### src/rtl/ifm_bank_loader.sv
// Streams NUM_BANKS*DEPTH words into a row of BRAM banks, then pulses oStart.
// Define IFM_BANK_INTERLEAVE_EN to stripe consecutive words across the banks.
module ifm_bank_loader #(
    parameter int NUM_BANKS = 16,
    parameter int DEPTH     = 128,
    parameter int DATA_W    = 128,
    parameter int ADDR_W    = 9
) (
    input  logic                 clk,
    input  logic                 rst,
    input  logic                 iLoad,
    input  logic                 iAbort,
    input  logic                 iValid,
    input  logic [DATA_W-1:0]    iData,
    output logic                 oReady,
    output logic [NUM_BANKS-1:0] o_ena,
    output logic [NUM_BANKS-1:0] o_wea,
    output logic [ADDR_W-1:0]    o_addra,
    output logic [DATA_W-1:0]    o_dia,
    output logic                 oStart,
    output logic                 oBusy,
    output logic                 oDone
);

    localparam int N       = NUM_BANKS * DEPTH;
    localparam int CNT_W   = $clog2(N);
    localparam int BANK_W  = $clog2(NUM_BANKS);
    localparam int DEPTH_W = $clog2(DEPTH);

    typedef enum logic [1:0] {IDLE, LOAD, START, DONE} state_t;

    state_t              state;
    state_t              state_nxt;
    logic [CNT_W-1:0]    cnt;
    logic                accept;
    logic                last;
    logic [BANK_W-1:0]   bank;
    logic [ADDR_W-1:0]   addr;
    logic [NUM_BANKS-1:0] bank_sel;

    assign accept = oReady & iValid;
    assign last   = (cnt == CNT_W'(N - 1));

`ifdef IFM_BANK_INTERLEAVE_EN
    assign bank = cnt[BANK_W-1:0];
    assign addr = ADDR_W'(cnt[CNT_W-1:BANK_W]);
`else
    assign bank = cnt[CNT_W-1:DEPTH_W];
    assign addr = ADDR_W'(cnt[DEPTH_W-1:0]);
`endif

    assign bank_sel = {{(NUM_BANKS-1){1'b0}}, 1'b1} << bank;

    always_comb begin
        state_nxt = state;
        unique case (state)
            IDLE, DONE: if (iLoad) state_nxt = LOAD;
            LOAD: begin
                if (iAbort)
                    state_nxt = IDLE;
                else if (accept && last)
                    state_nxt = START;
            end
            START:   state_nxt = iAbort ? IDLE : DONE;
            default: state_nxt = IDLE;
        endcase
    end

    // Status outputs are registered from the next state so they line up with it.
    always_ff @(posedge clk or posedge rst) begin
        if (rst) begin
            state   <= IDLE;
            cnt     <= '0;
            o_ena   <= '0;
            o_wea   <= '0;
            o_addra <= '0;
            o_dia   <= '0;
            oReady  <= 1'b0;
            oStart  <= 1'b0;
            oBusy   <= 1'b0;
            oDone   <= 1'b0;
        end else begin
            state  <= state_nxt;
            oReady <= (state_nxt == LOAD);
            oStart <= (state_nxt == START);
            oBusy  <= (state_nxt == LOAD) || (state_nxt == START);
            oDone  <= (state_nxt == DONE);

            // Counter is held at zero outside LOAD, so it never wraps past N-1.
            if (state_nxt != LOAD)
                cnt <= '0;
            else if (accept)
                cnt <= cnt + 1'b1;

            if (accept) begin
                o_ena   <= bank_sel;
                o_wea   <= bank_sel;
                o_addra <= addr;
                o_dia   <= iData;
            end else begin
                o_ena <= '0;
                o_wea <= '0;
            end
        end
    end

endmodule

### config.mk
export PLATFORM = sky130hd
export DESIGN_NAME = ifm_bank_loader
export DESIGN_NICKNAME = d
export VERILOG_FILES = /design/src/rtl/ifm_bank_loader.sv
export SDC_FILE = /design/constraint.sdc
export NUM_CORES = 1
export LEC_CHECK = 0
export BUFFER_PORTS_ARGS = -buffer_cell sky130_fd_sc_hd__buf_2
export CAP_MARGIN = 20
export CORE_ASPECT_RATIO = 1.2
export CORE_MARGIN = 5
export CORE_UTILIZATION = 35
export CTS_BUF_LIST = sky130_fd_sc_hd__clkbuf_8
export DETAILED_ROUTE_END_ITERATION = 8
export GPL_TIMING_DRIVEN = 1
export PLACE_DENSITY = 0.75
export SYNTH_ARGS = -nofsm -noshare
export SYNTH_HDL_FRONTEND = slang
export SYNTH_SLANG_ARGS = --single-unit
export TNS_END_PERCENT = 10
### constraint.sdc
create_clock -name clk -period 5.2 [get_ports clk]
set_input_delay 0 -clock clk [delete_from_list [all_inputs] [get_ports clk]]
set_output_delay 0 -clock clk [all_outputs]
set_load 0.05 [all_outputs]
; After elaboration in Yosys (flattened, before gate mapping)
; Cells that the tools add are included.
[classes]
order_cmp = 0
multipliers = 0
n_eq_ne = 8
reduce_logical = 5
muxes = 8
n_addsub = 1
shifts = 1
n_bitwise = 1
div = 0
[op_table]
columns = cell, n
row1 = 11-bit two-way mux, 2
row2 = 16-bit two-way mux, 1
row3 = "1-bit by 4-bit left shift with 16-bit output, first input constant", 1
row4 = "11-bit by 1-bit adder with 11-bit output, second input constant", 1
row5 = "11-bit == test, second input constant", 1
row6 = "2-bit == test, second input constant", 4
row7 = 2-bit two-way mux, 4
row8 = 2-bit case mux with 3 select lines, 1
row9 = "2-bit by 1-bit == test with 1-bit output, second input constant", 2
row10 = 2-bit zero test, 1
row11 = "2-bit by 1-bit inequality test with 1-bit output, second input constant", 1
row12 = 2-bit nonzero test, 1
row13 = 2-bit OR reduction, 1
row14 = 1-bit bitwise AND, 1
row15 = 1-bit logical AND, 1
row16 = 1-bit logical OR, 1
[totals]
mem_bits_ro = 0
n_memories = 0
inputBits = 133
elab_cells = 33
latch_bits = 0
register_bits = 168
ramBits = 0

; Depth between registers and ports, before layout
; Gate-level depths: netlist (run 1).
[logic_depth]
ltp_word = 7
mapped_depth = 8

; Least setup slack after synthesis (run 1)
; Ideal clock, no wire load.
[synth_path]
kind = register to register
start = register oReady
end = register cnt[0]
synth_period_minus_slack_ns = 2.144
n_path_buf = 0
slack_ns = 3.056
t_arrival_ns = 2.020
stages_incl_launch_ff = 7
t_required_ns = 5.076
cell_sequence = dfrtp_1 > nand4_2 > nor4_1 > o31ai_1 > ha_1 > inv_1 > nor2_1
[synth_between]
elab_chain_len = 7
[synth_lines]
columns = element, line_no
row1 = from (decl), 15  ; output logic oReady,
row2 = from (signal assigned), 84  ; oReady <= (state_nxt == LOAD);
row3 = 1-bit bitwise AND (*), 41  ; assign accept = oReady & iValid;
row4 = 1-bit logical AND (*), 61  ; else if (accept && last)
row5 = 2-bit two-way mux (*), 61
row6 = 2-bit two-way mux (*), 59  ; if (iAbort)
row7 = 2-bit case mux with 3 select lines (*), 56  ; unique case (state)
row8 = named net state_nxt[0], 33  ; state_t state_nxt;
row9 = 2-bit by 1-bit inequality test with 1-bit output (*), 90  ; if (state_nxt != LOAD)
row10 = 11-bit two-way mux / 2-bit nonzero test (equally long branches), --
row11 = to (signal assigned), 93  ; cnt <= cnt + 1'b1;
row12 = to (decl), 34  ; logic [CNT_W-1:0] cnt;
; Mark *: on every way through the listed nets, which the timed path passes. The rest lies on a longest branch.
; A chain may end at the register's enable or synchronous reset.

; Worst setup path after layout (run 1)
[layout_path]
start = register oReady
end = register cnt[2]
; Same word-level chain as after synthesis.

==> metrics, run 1 <==
status completed; Vias/cell 4.54; CP top delay family simple AND/OR/NAND/NOR gates; CTS tree yes; Worst Setup Start Kind flop; cell taking the most area after synthesis dfrtp_1; Clock power frac 16.4%; Fin. Hold Viols 0; R2R depth 6; input/output buffers 303; reg2reg setup slack about 2700 ps; worst path bufs/invs 1; P_int slightly above 3 mW; Worst R2R Start oReady; setup_tns 0 ps; pwr dens about 650 mW/mm²; largest net degree at the start of global routing 117; Period minus WS final 2480 ps; Rel. slew slack 37.2%; postcts setup bufs 0; Req. time, crit path approximately 5500 ps; total power 6.46 mW; VDD IR max 0.360 mV; dpl ws 2770 ps; Synth async-reset ratio 100%; reg2reg end cnt[2]; initial DRC count 310; first-pass GRT wire length 32.7 mm; ranking of synthesized cells by area dfrtp_1 (64%), nand2_1 (24%), buf_4 (2.1%); CP peak stage delay 680 ps; part of the cycle the worst path needs between 40% and 50%; Min Hold Slack 94.0 ps; Die Area roughly 0.022 mm²; synth cell count leaders nand2_1 (413), dfrtp_1 (168), clkbuf_1 (26), buf_4 (18), nor2_1 (12); synthesized area 0.00656 mm²; H-tree level count 4; Post-DP HPWL 12.7 mm; skew final 13.5 ps; DR WL/cell 14.8 µm; DRC viols 0; WP data arrival 2800 ps; CTS Buffer Depth 2; cts repair resizes 0; hold crit path type input port to asynchronous set/reset pin; Clock Sinks 168; DIE WIDTH 135 µm; P_leak 5.59 nW; Clock Root Buffer clkbuf_8; Total GRT Usage 19.0%; Initial Utilization 35.8%; Yosys warning count 0; top-count cell post-synth nand2_1; area grow syn2layout 51.9%; Final setup viols 0; number of I/O pins 306; core area 0.0183 mm²; Distinct cells, synth 33; row cnt 54; Post-synth EDFFs 0; initial antenna violation count 1; RSZ-0062 raised after global routing false; sequential power share 32.1%; Congestion Overflow GR 0; vias in the first global route ~6600; CP Max Fanout 13; element type at the critical path end flop; TritonCTS Buffers 17; layout cell share with drive strength beyond 1 30.0%; DRT Pass-1 Iters 4; syn_area_per_cell 9.15 µm²; sequential cell area fraction in the yosys report 64.1%; logic gate share of total power 51.5%; #FFs+latches synth 168; Clock Latency Late Sink 450 ps; final net count 1263; actual slew at the worst max-slew pin around 940 ps; slowest CP cell nor4_1; ys flop type dfrtp_1; crit-path cells nand4_2 > nor4_1 > o31ai_1 > ha_1 > inv_1 > nor2_1; final RePlAce weighted congestion 0.770; Final ANT Viol Nets 0; Vias 6300; Synth top area share 64.1%; total wire length 20.6 mm; Clk pin slew, worst setup/hold paths ~100 ps; worst setup margin 2720 ps; max frequency 403 MHz; Slew Limit Fails 0; CP Class flop to flop; Max-cap violations 0; Gate Count Post-Synth 717; Switching Share 52.2%; sw power 3.37 mW; Die Y 160 µm
==> cell families after synthesis <==
group / Yosys count / synth area share [%]
simple gates: 458 / 27.5
flops: 168 / 64.1
compound gates: 19 / 1.91
fa+ha+maj: 6 / 1.14
other cells: 1 / 0.0572
xor+xnor: 2 / 0.267
mux: 2 / 0.305
buf+inv: 61 / 4.69
==> layout make-up <==
class | count | area (µm²)
well taps | 252 | 315
flip-flops and latches | 168 | 4200
clock inverters | 12 | 201
fillers | 1552 | 8350
diodes | 1 | 2.50
clock buffers | 18 | 248
multi-input cells | 489 | 2060
repair buffers | 440 | 2900
inverters | 8 | 35.0
==> through the flow <==
stage / utilization, % / instances / instance area, µm²
floorplan: - / 718 / 6560
global placement: 44.5 / 1223 / 8150
detailed placement: 44.5 / 1223 / 8150
CTS: 54.3 / 1386 / 9930
global route: 54.4 / 1388 / 9960
finish: 54.4 / 1388 / 9960
==> cells in the final DEF (no fill, tap or decap), drive strengths merged, types with 2 or more instances in the layout <==
cell type / n
inv: 10
dlygate4sd3: 133
nor4: 6
o31ai: 4
o21ai: 4
ha: 6
nor3: 5
nor2: 12
clkinv: 4
nand3b: 2
nand4: 2
or4: 3
clkbuf: 18
or3: 3
conb: 2
mux2i: 2
nand2: 413
nand3: 5
bufinv: 5
buf: 307
nand2b: 3
dfrtp: 168
a21oi: 6
==> power groups by stage <==
stage / sequential, mW / clock, mW / combinational, mW
floorplan: 3.82 / 0 / 0.675
global placement: 2.07 / 0 / 3.19
detailed placement: 2.07 / 0 / 3.24
CTS: 2.06 / 1.09 / 3.32
global route: 2.14 / 1.14 / 3.53
finish: 2.07 / 1.06 / 3.33
==> per-layer routing <==
layer,vias to the layer above,part of all wire [%],GRT usage (%),routed length (µm)
li1,3005,-,-,-
met2,283,51,33.1,10400
met1,2953,38,21.2,7790
met3,59,7.5,5.00,1540
met5,-,0,0,0
met4,0,4.1,9.85,847
==> repair_timing <==
action | 4_1_cts | 5_1_grt
setup endpoints to repair | 0 | 0
hold buffers | 133 | 0
endpoints found under the hold margin | 249 | 0
==> worst register-to-register path, delay by kind of cell (launching register included) <==
family	cells	cell delay, ps
adder cells (fa/ha/maj)	1	340
flip-flops	1	490
AND/OR/NAND/NOR	3	1080
buffers and inverters	1	250
AO/OA/AOI/OAI	1	210
==> worst max-delay path by stage <==
stage	start	endpoint	slack (ps)	cells past startpoint
global route	oReady	cnt[2]	2510	6
CTS	oReady	cnt[2]	2760	6
detailed placement	oReady	cnt[4]	2770	6
finish	oReady	cnt[2]	2720	6
global placement	oReady	cnt[0]	2950	6
floorplan	rst	cnt[0]	650	1
==> sequential cells by signal, indices dropped and copies added, names as in the netlist <==
register,count
oReady,1
oStart,1
o_addra,7
o_wea,16
oDone,1
oBusy,1
o_dia,128
cnt,11
state,2
Note: power is estimated with default switching activity, not from simulation.
==> run 2: changes to the inputs <==
==> constraint.sdc (replaced) <==
create_clock -name clk -period 2.6 [get_ports clk]
set_input_delay 0 -clock clk [delete_from_list [all_inputs] [get_ports clk]]
set_output_delay 0 -clock clk [all_outputs]
set_load 0.05 [all_outputs]
==> run 2 against run 1 <==
Against the previous run: worst hold slack gained 160 ps; design area increased by 0.16%; final cell count grew 0.43%; largest power group unchanged; flip-flop and latch count did not move; core utilization rose by 0.089 points; clock-buffer cell count grew 1; sequential power rose by 100%; setup slack got worse by 2400 ps.
==> metrics, run 2 (synthesis results as in run 1) <==
actual slew at the worst max-slew pin 751 ps (-192 ps); commonest cells after routing, fill and taps aside nand2_1 (412), buf_2 (303), dfrtp_1 (168); Max-cap violations 0 (unchanged); largest net degree at the start of global routing 110 (-6.0%); Final ANT Viol Nets 0 (unchanged); element type at the critical path end flop; Slew Limit Fails 0 (unchanged); hold crit path type input port to asynchronous set/reset pin; P_leak 5.60 nW (+0.11%); sequential power share 32.4% (+0.3 points); postcts setup bufs 0 (unchanged); DR WL/cell 14.9 µm (+0.39%); Fin. Hold Viols 0 (unchanged); first-pass GRT wire length 32.7 mm (unchanged); WP data arrival 2650 ps (-150 ps); logic gate share of total power 52.1% (+0.6 points); max frequency 433 MHz (+7.4%); TritonCTS Buffers 17 (unchanged); Largest regs o_dia x128, o_wea x16, cnt x11; Die Area 0.0216 mm² (unchanged); Die Y 160 µm (unchanged); initial DRC count 283 (-8.7%); Min Hold Slack 256 ps (+162 ps); final RePlAce weighted congestion 0.803 (+4.2%); register with the most flip-flops o_dia; Clk pin slew, worst setup/hold paths 90 ps (about the same); reg2reg end cnt[4]; setup_tns 0 ps (unchanged); Post-DP HPWL 12.7 mm (-0.12%); input/output buffers 303 (unchanged); R2R depth 8 (+2); Vias 6325 (+0.40%); Final setup viols 0 (unchanged); final net count 1267 (+0.32%); row cnt 54 (unchanged); Period minus WS final 2310 ps (-170 ps); Util after Layout 54.5% (+0.089 points); initial antenna violation count 1 (unchanged); DIE WIDTH 135 µm (unchanged); CTS tree yes; Congestion Overflow GR 0 (unchanged); Clock Latency Late Sink 460 ps (about the same); Rel. slew slack 50.0% (+13 points); status completed; DRT Pass-1 Iters 4 (unchanged); core area 0.0183 mm² (unchanged); reg2reg setup slack 290 ps (-2430 ps); sw power 6.80 mW (+100%); H-tree level count 4 (unchanged); skew final 11.0 ps (-2.49 ps); part of the cycle the worst path needs 88.9% (+41 points); Initial Utilization 35.8% (unchanged); P_int 6.04 mW (+96%); VDD IR max 1.22 mV (+240%); area grow syn2layout 52.2%; Clock power frac 15.4% (-1.0 points); DRC viols 0 (unchanged); Switching Share 53.0% (+0.72 points); CP Class flop to flop; pwr dens 1290 mW/mm² (+98%); Clock Root Buffer clkbuf_8; RSZ-0062 raised after global routing false; Worst R2R Start state[0]; CTS Buffer Depth 2 (unchanged); Req. time, crit path 2940 ps (-2580 ps); max reg flops 128 (unchanged); total wire length 20.7 mm (+0.82%); Vias/cell 4.54 (about the same); commonest non-fill, non-tap cell in the layout nand2_1; Worst Setup Start Kind flop; layout cell share with drive strength beyond 1 30.6% (+0.54 points); vias in the first global route 6529 (-0.87%); Clock Sinks 168 (unchanged); CP Max Fanout 8 (-5); number of I/O pins 306 (unchanged); Total GRT Usage 18.9% (-0.076 points)
[run 2: cell types whose count changed in the layout (fill, tap and decap cells not counted), moves of 2 or more]
cell / delta
bufinv_16: -2
clkinvlp_4: +2
inv_6: +2
buf_4: +4
buf_12: +2
[run 2: critical path, stage by stage, from the launching register on]
cell	delay, ps
dfrtp_1	400
inv_1	60
ha_1	310
or3b_2	450
o21ai_0	140
o31ai_1	190
ha_1	320
inv_1	240
a21oi_1	90
[run 2: how the worst max path moves through the flow]
stage | start | end | cells past startpoint
2_1_floorplan | rst | cnt[0] | 1
3_3_place_gp | cnt[0] | cnt[2] | 7
3_5_place_dp | cnt[0] | cnt[2] | 7
4_1_cts | cnt[0] | cnt[4] | 7
5_1_grt | state[0] | cnt[0] | 8
6_report | state[0] | cnt[4] | 8
[run 2: layout make-up]
class | instances | area (µm²)
well taps | 252 | 315
clock inverters | 13 | 166
multi-input cells | 489 | 2070
inverters | 8 | 33.8
flip-flops and latches | 168 | 4200
diodes | 1 | 2.50
repair buffers | 444 | 2930
fillers | 1532 | 8330
clock buffers | 19 | 262
[run 2: per-layer routing]
metal  track usage (%)  wire length (µm)  vias up
met5                 0                 0        -
met2              33.1             10600      287
li1                  -                 -     3011
met3              5.76              1570       65
met4              9.26               865        0
met1              20.7              7720     2962
[run 2: per-stage QoR]
step	instance area, µm²	worst slack (ps)	power (mW)	cells
2_1_floorplan	6570	456	8.99	718
3_3_place_gp	8220	403	10.6	1229
3_5_place_dp	8220	167	10.7	1229
4_1_cts	9970	130	12.8	1393
5_1_grt	9980	129	13.5	1394
6_report	9980	289	12.8	1394
[run 2: timing repair]
action                                 4_1_cts  5_1_grt
setup endpoints to repair                    0        9
hold buffers                               132        0
endpoints found under the hold margin      303        0
resized for setup                            0        1
[run 2: power by group through the flow]
stage	combinational [mW]	clock (mW)	sequential, mW
finish	6.69	1.98	4.16
global route	7.07	2.15	4.29
CTS	6.65	2.05	4.14
detailed placement	6.50	0	4.16
global placement	6.41	0	4.14
floorplan	1.35	0	7.64
